[src/rtl/data_to_segments_pkg.sv]
// Shared types and helpers for the binary-to-7-segment display path.
package data_to_segments_pkg;

  typedef enum logic [1:0] {
    IDLE  = 2'd0,
    LOAD  = 2'd1,
    SHIFT = 2'd2,
    DONE  = 2'd3
  } state_e;

  // Active-high pattern with no segment lit.
  localparam logic [6:0] SEG_BLANK = 7'b000_0000;

  // Active-high {g,f,e,d,c,b,a} pattern for one decimal digit.
  function automatic logic [6:0] seg7(input logic [3:0] nibble);
    logic [6:0] pat;
    case (nibble)
      4'd0:    pat = 7'b011_1111;
      4'd1:    pat = 7'b000_0110;
      4'd2:    pat = 7'b101_1011;
      4'd3:    pat = 7'b100_1111;
      4'd4:    pat = 7'b110_0110;
      4'd5:    pat = 7'b110_1101;
      4'd6:    pat = 7'b111_1101;
      4'd7:    pat = 7'b000_0111;
      4'd8:    pat = 7'b111_1111;
      4'd9:    pat = 7'b110_1111;
      default: pat = SEG_BLANK;
    endcase
    return pat;
  endfunction

  // True when `digits` decimal digits can hold every value of a `size`-bit magnitude.
  function automatic bit digits_ok(input int size, input int digits);
    longint unsigned p10;
    longint unsigned p2;
    p10 = 1;
    p2  = 1;
    for (int i = 0; i < digits; i++) p10 = p10 * 10;
    for (int i = 0; i < size; i++)   p2  = p2 * 2;
    return p10 > p2;
  endfunction

endpackage

[src/rtl/data_to_segments_bin2bcd.sv]
// Serial double-dabble converter: one magnitude bit per clock, add-3 then shift.
module bin2bcd_serial
  import data_to_segments_pkg::*;
#(
  parameter int Size   = 5,
  parameter int Digits = 2
) (
  input  logic                  Clock,
  input  logic                  Reset_n,
  input  logic                  start_i,
  input  logic [Size-1:0]       mag_i,
  output logic                  done_o,
  output logic [4*Digits-1:0]   bcd_o
);

  localparam int CW = $clog2(Size + 1);

  logic [Size-1:0]     mag_q,  mag_d;
  logic [4*Digits-1:0] bcd_q,  bcd_d;
  logic [CW-1:0]       cnt_q,  cnt_d;
  logic [4*Digits-1:0] bcd_adj;

  // Add-3 correction on every nibble >= 5, then shift the magnitude MSB into the BCD.
  always_comb begin
    // NOTE: every variable gets a default before any branch so no latch is inferred.
    bcd_adj = bcd_q;
    mag_d   = mag_q;
    bcd_d   = bcd_q;
    cnt_d   = cnt_q;
    for (int k = 0; k < Digits; k++) begin
      if (bcd_q[4*k +: 4] >= 4'd5) bcd_adj[4*k +: 4] = bcd_q[4*k +: 4] + 4'd3;
    end
    if (start_i) begin
      mag_d = mag_i;
      bcd_d = '0;
      cnt_d = CW'(Size);
    end else if (cnt_q != '0) begin
      bcd_d = {bcd_adj[4*Digits-2:0], mag_q[Size-1]};
      mag_d = {mag_q[Size-2:0], 1'b0};
      cnt_d = cnt_q - CW'(1);
    end
  end

  // Converter state registers.
  always_ff @(posedge Clock or negedge Reset_n) begin
    if (!Reset_n) begin
      mag_q <= '0;
      bcd_q <= '0;
      cnt_q <= '0;
    end else begin
      // NOTE: sequential state uses non-blocking assignments so all registers update together.
      mag_q <= mag_d;
      bcd_q <= bcd_d;
      cnt_q <= cnt_d;
    end
  end

  // High during the cycle whose closing edge performs the final shift.
  assign done_o = (cnt_q == CW'(1)) && !start_i;
  assign bcd_o  = bcd_q;

endmodule

[src/rtl/data_to_segments.sv]
// Converts the generator's value to decimal and drives registered 7-segment digits
// plus a minus indicator; the display only changes on a completed conversion.
module data_to_segments
  import data_to_segments_pkg::*;
#(
  parameter int    Size         = 5,
  parameter string Signed       = "No",
  parameter int    Digits       = 2,
  parameter string SegActiveLow = "Yes",
  parameter string BlankZeros   = "Yes"
) (
  input  logic                  Clock,
  input  logic                  Reset_n,
  input  logic [Size-1:0]       Data,
  input  logic                  SigneBit,
  output logic [7*Digits-1:0]   Segments,
  output logic                  Minus,
  output logic                  Busy,
  output logic                  Valid
);

  if (!digits_ok(Size, Digits)) begin : g_bad_digits
    $error("Digits=%0d too small for Size=%0d", Digits, Size);
  end

  localparam bit IS_SIGNED = (Signed == "Yes");
  localparam bit SEG_LOW   = (SegActiveLow == "Yes");
  localparam bit BLANK_LZ  = (BlankZeros == "Yes");

  state_e              state_q, state_d;
  logic [Size:0]       snap_q;
  logic                dirty_q;
  logic                neg_q;
  logic                capture, start;
  logic [Size-1:0]     data_s, mag_c;
  logic                neg_c;
  logic [4*Digits-1:0] bcd;
  logic                conv_done;
  logic [7*Digits-1:0] seg_q, seg_d;
  logic                minus_q, minus_d;

  // Magnitude and sign from the captured snapshot.
  assign data_s = snap_q[Size:1];
  assign neg_c  = IS_SIGNED ? data_s[Size-1] : snap_q[0];
  assign mag_c  = (IS_SIGNED && neg_c) ? -data_s : data_s;

  // Next-state logic: restart whenever the inputs differ from the last converted snapshot.
  always_comb begin
    state_d = state_q;
    capture = 1'b0;
    start   = 1'b0;
    case (state_q)
      IDLE: if (dirty_q || ({Data, SigneBit} != snap_q)) begin
        capture = 1'b1;
        state_d = LOAD;
      end
      LOAD: begin
        start   = 1'b1;
        state_d = SHIFT;
      end
      SHIFT: if (conv_done) state_d = DONE;
      DONE:  state_d = IDLE;
      default: state_d = IDLE;
    endcase
  end

  // FSM state, input snapshot and latched sign.
  always_ff @(posedge Clock or negedge Reset_n) begin
    if (!Reset_n) begin
      state_q <= IDLE;
      snap_q  <= '0;
      dirty_q <= 1'b1;
      neg_q   <= 1'b0;
    end else begin
      state_q <= state_d;
      if (capture) begin
        snap_q  <= {Data, SigneBit};
        dirty_q <= 1'b0;
      end
      if (start) neg_q <= neg_c;
    end
  end

  bin2bcd_serial #(.Size(Size), .Digits(Digits)) u_bin2bcd (
    .Clock   (Clock),
    .Reset_n (Reset_n),
    .start_i (start),
    .mag_i   (mag_c),
    .done_o  (conv_done),
    .bcd_o   (bcd)
  );

  // Digit patterns with leading-zero blanking, minus suppressed for zero, polarity applied.
  always_comb begin
    logic       seen;
    logic [3:0] nib;
    logic [6:0] pat;
    logic       lit;
    seg_d = '0;
    seen  = 1'b0;
    for (int k = Digits - 1; k >= 0; k--) begin
      nib = bcd[4*k +: 4];
      if (nib != 4'd0) seen = 1'b1;
      pat = (BLANK_LZ && (k > 0) && !seen) ? SEG_BLANK : seg7(nib);
      seg_d[7*k +: 7] = SEG_LOW ? ~pat : pat;
    end
    lit     = neg_q && (bcd != '0);
    minus_d = SEG_LOW ? ~lit : lit;
  end

  // Display registers load only at the end of a conversion.
  always_ff @(posedge Clock or negedge Reset_n) begin
    if (!Reset_n) begin
      seg_q   <= {(7*Digits){SEG_LOW}};
      minus_q <= SEG_LOW;
    end else if (state_q == DONE) begin
      seg_q   <= seg_d;
      minus_q <= minus_d;
    end
  end

  assign Segments = seg_q;
  assign Minus    = minus_q;
  assign Busy     = (state_q == LOAD) || (state_q == SHIFT);
  assign Valid    = (state_q == DONE);

endmodule

[config.mk]
export PLATFORM = sky130hd
export DESIGN_NAME = data_to_segments
export DESIGN_NICKNAME = d
export VERILOG_FILES = /design/src/rtl/data_to_segments_pkg.sv /design/src/rtl/data_to_segments_bin2bcd.sv /design/src/rtl/data_to_segments.sv
export SDC_FILE = /design/constraint.sdc
export NUM_CORES = 1
export LEC_CHECK = 0
export BUFFER_PORTS_ARGS = -buffer_cell sky130_fd_sc_hd__buf_2
export CAP_MARGIN = 10
export CORE_MARGIN = 4
export CORE_UTILIZATION = 60
export CTS_BUF_LIST = sky130_fd_sc_hd__clkbuf_4 sky130_fd_sc_hd__clkbuf_8
export CTS_CLUSTER_DIAMETER = 30
export CTS_CLUSTER_SIZE = 28
export DETAILED_ROUTE_END_ITERATION = 6
export PLACE_DENSITY = 0.81
export RECOVER_POWER = 25
export SKIP_CTS_REPAIR_TIMING = 1
export SYNTH_ARGS = -nofsm -noshare
export SYNTH_HDL_FRONTEND = slang
export SYNTH_SLANG_ARGS = --single-unit
[constraint.sdc]
create_clock -name Clock -period 1.9 [get_ports Clock]
set_input_delay 0.475 -clock Clock [delete_from_list [all_inputs] [get_ports Clock]]
set_output_delay 0.475 -clock Clock [all_outputs]
set_load 0.02 [all_outputs]
# After elaboration in Yosys (flattened, before gate mapping)
# Memory sizes are Yosys's and may differ from the RTL's.
# Cells that the tools add are included.
# classes
multipliers	0
bitwise_logic	3
div	0
n_shift	0
mux	16
n_eq_ne	7
n_addsub	3
n_reduce_logical	11
order_cmp	2
# ops
cell	n
two-way mux 8 bit	2
NOT 7 bit	2
two-way mux 5 bit	2
two-way mux 3 bit	3
>= comparator 4 x 3 -> 1 bit, second input constant	2
case mux 2 bit (4 select lines)	1
nonzero test 8 bit	1
two-way mux 7 bit	1
inequality test 6 bit	1
adder 4 x 2 -> 4 bit, second input constant	1
equality test 2 bit, second input constant	2
two-way mux 1 bit	4
two-way mux 2 bit	2
two-way mux 4 bit	1
inequality test 2 bit, second input constant	2
nonzero test 4 bit	1
adder 3 x 2 -> 3 bit, second input constant	1
equality test 3 x 1 -> 1 bit, second input constant	1
nonzero test 3 bit	1
subtractor 3 x 1 -> 3 bit, second input constant	1
equality test 2 x 1 -> 1 bit, second input constant	1
logical AND 1 bit	2
zero test 2 bit	1
logical OR 1 bit	2
other kinds (4)	4
# word_totals
out_inout_bits	17
latch_bits	0
in_bits	8
rom_bits	224
memories	2
ram_bits	0
reg_bits	41
# memory_table
name	depth	width	read_ports	rd_clocked_by_memory_dff	wr	line	rtl
(name not given)	16	7	1	0	0	data_to_segments_pkg.sv:17	case (nibble)
(name not given)	16	7	1	0	0	data_to_segments_pkg.sv:17	

# Longest topological paths before layout
# depth
ltp_word	6
mapped_depth	6
mapped_depth_nobuf	6

# Cells and area by module
# From an unflattened synthesis, not the netlist that was laid out.
# hier_totals
cells_unflattened	233
hier_area_um2	2396.0
# by_module_without_submodules
module	instances	area_each_um2	seq_area_each_um2	cells_each
data_to_segments	1	1411.4	645.6	129
bin2bcd_serial	1	984.7	400.4	104

# Least setup slack after synthesis
# No wires, ideal clock.
# synth_path
path_kind	register -> register
startpoint	register state_q[0]
endpoint	register state_q[1]
n_path_buf	1
path_stages_with_launch	7
t_required_ns	1.775
setup_slack_ns	0.172
arrival_time_ns	1.603
setup_ns	0.125
period_less_slack_ns	1.728
cell_sequence	dfrtp_1 > inv_1 > ha_1 > clkbuf_1 > nand2b_1 > o41ai_2 > mux2_2
# synth_between
elab_chain_cells	6
word_cells_on_any_way	11
classes_between	5 x eq/ne; 2 x mux; 4 x reduce/logical
# synth_lines
element	line	rtl
start: declaration	data_to_segments.sv:30	state_e state_q, state_d;
start signal: assignment	data_to_segments.sv:75	state_q <= state_d;
equality test 2 x 1 -> 1 bit	data_to_segments.sv:52	case (state_q)
two-way mux 1 bit	data_to_segments.sv:52	
zero test 1 bit	data_to_segments_bin2bcd.sv:59	assign done_o = (cnt_q == CW'(1)) && !start_i;
logical AND 1 bit	data_to_segments_bin2bcd.sv:59	
inequality test 2 bit (no source line)	--	
AND reduction 2 bit (no source line)	--	
# Parallel ways exist; a longest one is shown, timed or not.
# A chain may end at the register's enable or synchronous reset.

# Worst setup path after layout
# layout_path
startpoint	register u_bin2bcd.bcd_q[4] (netlist: u_bin2bcd.bcd_o[4])
endpoint	register u_bin2bcd.bcd_q[6] (netlist: u_bin2bcd.bcd_o[6])
# layout_between
elab_chain_cells	4
word_cells_on_any_way	5
classes_between	1 x add/sub; 1 x order compare; 3 x mux
# layout_lines
element	line	rtl
start: declaration	data_to_segments_bin2bcd.sv:19	logic [4*Digits-1:0] bcd_q, bcd_d;
start signal: assignment	data_to_segments_bin2bcd.sv:48	bcd_q <= '0;
start signal: assignment	data_to_segments_bin2bcd.sv:53	bcd_q <= bcd_d;
>= comparator 4 x 3 -> 1 bit / adder 3 x 2 -> 3 bit (equally long branches)	data_to_segments_bin2bcd.sv:31	if (bcd_q[4*k +: 4] >= 4'd5) bcd_adj[4*k +: 4] = bcd_q[4*k +: 4] + 4'd3;
two-way mux 3 bit *	data_to_segments_bin2bcd.sv:31	
two-way mux 8 bit *	data_to_segments_bin2bcd.sv:37	end else if (cnt_q != '0) begin
two-way mux 8 bit *	data_to_segments_bin2bcd.sv:33	if (start_i) begin
# Mark *: on every way between the ends. The rest lies on a longest branch, timed or not. The select of a mux whose other input is x is not followed.

==> out/qor.csv <==
metric,value,unit
clkSinkCount,41,
crit_buf_inv,1,
synth_top_cell_by_area,dfrtp_1,
final_area,2566,um^2
grt_pass1_wl,7113,um
synth_warnings,0,
crit_cells,6,
io_pins,25,
maxSlewViolCount,0,
crit_path_end,u_bin2bcd.bcd_o[6]$_DFFE_PN0P_,
sw_frac_of_total,0.3995,
cts_tree,yes,
gp_congestion,0.8136,
cts_buffers,5,
via_per_inst,5.356,
grt_overflow,0,
seqPwrFrac,0.361,
netlist_top_cells_area,"dfrtp_1, dfstp_2, ha_1, mux2_2, o21ai_0",
p_per_area,1809,nW/um^2
place.port_buffers,24,
finalCriticalPeriod,1.742,ns
top_usage_layer,met2,
path_clk_slew,0.08,ns
layout.nets,273,
start_util,0.6169,
drt_iter0_drc,99,
ff2ff_path_depth,6,
root_buffer,clkbuf_8,
yosysSeqAreaShare,0.4632,
die_w,69.35,um
outcome,"complete, no violations",
cp-start-kind,register,
htreeDepth,2,
slowest_delay,0.45,ns
vias,1580,
synth_top_area_frac,0.2770,
ff2ff_setup_slack,0.16,ns
avgRoutedWirePerCell,13.19,um
timing.fmax,574.2,MHz
route.detailed.drc,0,
grt_util_met2,0.3136,
grt_pass1_vias,1637,
fin_setup_tns,0,ns
hpwl,2792,um
synth-edff-count,0,
power.leakage,1.146,nW
syn-instance-count,219,
drt-total-wl,3891,um
dieHeight,69.35,um
synth_cell_types,33,
slew_headroom,0.3621,
critical_path_arrival,1.95,ns
antenna_found_initial,0,
synthArstFlopShare,1.000,
yosysMostFrequentCell,dfrtp_1,
grt_max_degree,24,
ant_nets,0,
worstReg2RegStart,u_bin2bcd.bcd_o[4]$_DFFE_PN0P_,
cts_max_path_buffers,2,
cp.required,2.11,ns
ys.flop_type,dfrtp_1,
period_share,0.9166,
clock_skew,0.006296,ns
combinationalPowerShare,0.481,
met1_usage,0.2092,
cp_cell_sequence,inv_1 -> ha_1 -> nand2b_1 -> a21oi_2 -> mux2_2 -> o22ai_1,
crit_path_end_kind,register,
yosys-top-cells-count,"dfrtp_1, inv_1, ha_1, o21ai_0, dfstp_2",
post_synth_instance_area,2258,um^2
core_area,3661,um^2
syn_avg_cell_area,10.31,um^2
cp_top_family,flip-flops,
crit_slowest_cell,dfrtp_1,
final_layout_size_suffix_gt1_frac,0.2753,
track_usage,0.1806,
p_int,0.002788,W
ir_drop,0.8795,mV
synth-seq-cells,41,
placed_area,2459,um^2
tightest_slew,0.9569,ns
startpoint,u_bin2bcd.bcd_o[4]$_DFFE_PN0P_,
dr.pass1.iters,4,
gr-usage-met3,0.05652,
r2r-end,u_bin2bcd.bcd_o[6]$_DFFE_PN0P_,
min_path_type,primary input to asynchronous set/reset pin,
rows,22,
syn2layout_area_growth,13.63,%
clkPwrFrac,0.158,
insertion_delay,0.30,ns
p_switching,0.001855,W
critical_path_class,register to register,
cp_max_fo,5,
dieArea,4809,um^2
drv_cap,0,
diodes,0,
setup_viol,0,
hold_viol,0,
rsz0062_at_grt,false,
mappedNetlistNets,246,
==> sequential cells by signal, indices dropped and copies added, names as in the netlist <==
register and count:
Minus 1, u_bin2bcd.bcd_o 8, state_q 2, u_bin2bcd.mag_q 5, neg_q 1, Segments 14, snap_q 6, dirty_q 1
u_bin2bcd.cnt_q 3
==> how the worst min path moves through the flow <==
stage                      start                              to  slack, ns  cells after the start
2_1_floorplan            Reset_n               neg_q$_DFFE_PN0N_       0.18                      0
3_3_place_gp   neg_q$_DFFE_PN0N_               Minus$_DFFE_PN1P_       0.42                      1
3_5_place_dp   neg_q$_DFFE_PN0N_               Minus$_DFFE_PN1P_       0.43                      1
4_1_cts                  Reset_n  u_bin2bcd.bcd_o[3]$_DFFE_PN0P_       0.12                      1
5_1_grt                  Reset_n  u_bin2bcd.bcd_o[3]$_DFFE_PN0P_       0.40                      1
6_report                 Reset_n  u_bin2bcd.bcd_o[3]$_DFFE_PN0P_       0.31                      1
==> cells by family after synthesis <==
logic type                 Yosys count  share of synthesized area
AOI/OAI and AO/OA                   50                     0.1391
xor gates and xnor gates            11                    0.04266
adders and majority gates           19                     0.1053
buffers and inverters               31                    0.05318
DFF                                 41                     0.4632
muxes                               19                    0.09086
and+or+nand+nor                     48                     0.1058
==> placed cells by master, fill, tap and decap left out, types with 3 or more instances in the layout <==
cell type   n
or3_1       3
nand2_1    11
ha_1       19
inv_1      20
mux2_2     12
o211ai_1    3
buf_4       6
o21ai_0    19
xnor2_1    10
clkbuf_8    6
nor2_1     12
dfrtp_1    25
mux2i_1     7
nand2b_1    8
nand3_1     4
dfstp_2    16
a21oi_1    11
nor2b_1     3
buf_2      23
o22a_1      5
==> worst register-to-register path: stages, from the launching register on <==
cell      delay (ns)
dfrtp_1         0.45
inv_1           0.16
ha_1            0.25
nand2b_1        0.09
a21oi_2         0.20
mux2_2          0.35
o22ai_1         0.15
==> power groups by stage <==
| stage | combinational (W) | clock [W] | sequential [W] |
|---|---|---|---|
| finish | 0.00223 | 0.000736 | 0.00168 |
| global route | 0.00253 | 0.000806 | 0.00175 |
| CTS | 0.00226 | 0.000762 | 0.00168 |
| detailed placement | 0.00223 | 0 | 0.00169 |
| global placement | 0.00216 | 0 | 0.00167 |
| floorplan | 0.00159 | 0 | 0.00176 |
==> metrics by stage <==
step / utilization / total power [W] / hold WS [ns] / setup slack (ns) / std cells
final: 0.7010 / 0.004643 / 0.3065 / 0.1584 / 295
after global routing: 0.7010 / 0.005081 / 0.3978 / 0.02633 / 295
after CTS: 0.7044 / 0.004697 / 0.1197 / 0.08731 / 295
after detailed placement: 0.6716 / 0.003922 / 0.4333 / 0.1059 / 287
after global placement: 0.6716 / 0.003831 / 0.4207 / 0.1699 / 287
after floorplan: - / 0.003357 / 0.1794 / 0.1719 / 219
==> routing by layer <==
layer | part of all wire | up-vias
li1 | - | 805
met1 | 0.44 | 736
met2 | 0.49 | 33
met3 | 0.053 | 6
met4 | 0.015 | 0
met5 | 0 | -
==> cell type report <==
cell class | count | area (um^2)
clock inverter | 1 | 30.03
timing repair buffer | 31 | 168.9
clock buffer | 7 | 90.09
multi-input combinational | 147 | 1096
sequential | 41 | 1046
inverter | 20 | 75.07
tap | 48 | 60.06
fill | 271 | 1095
(Power assumes the default switching activity.)
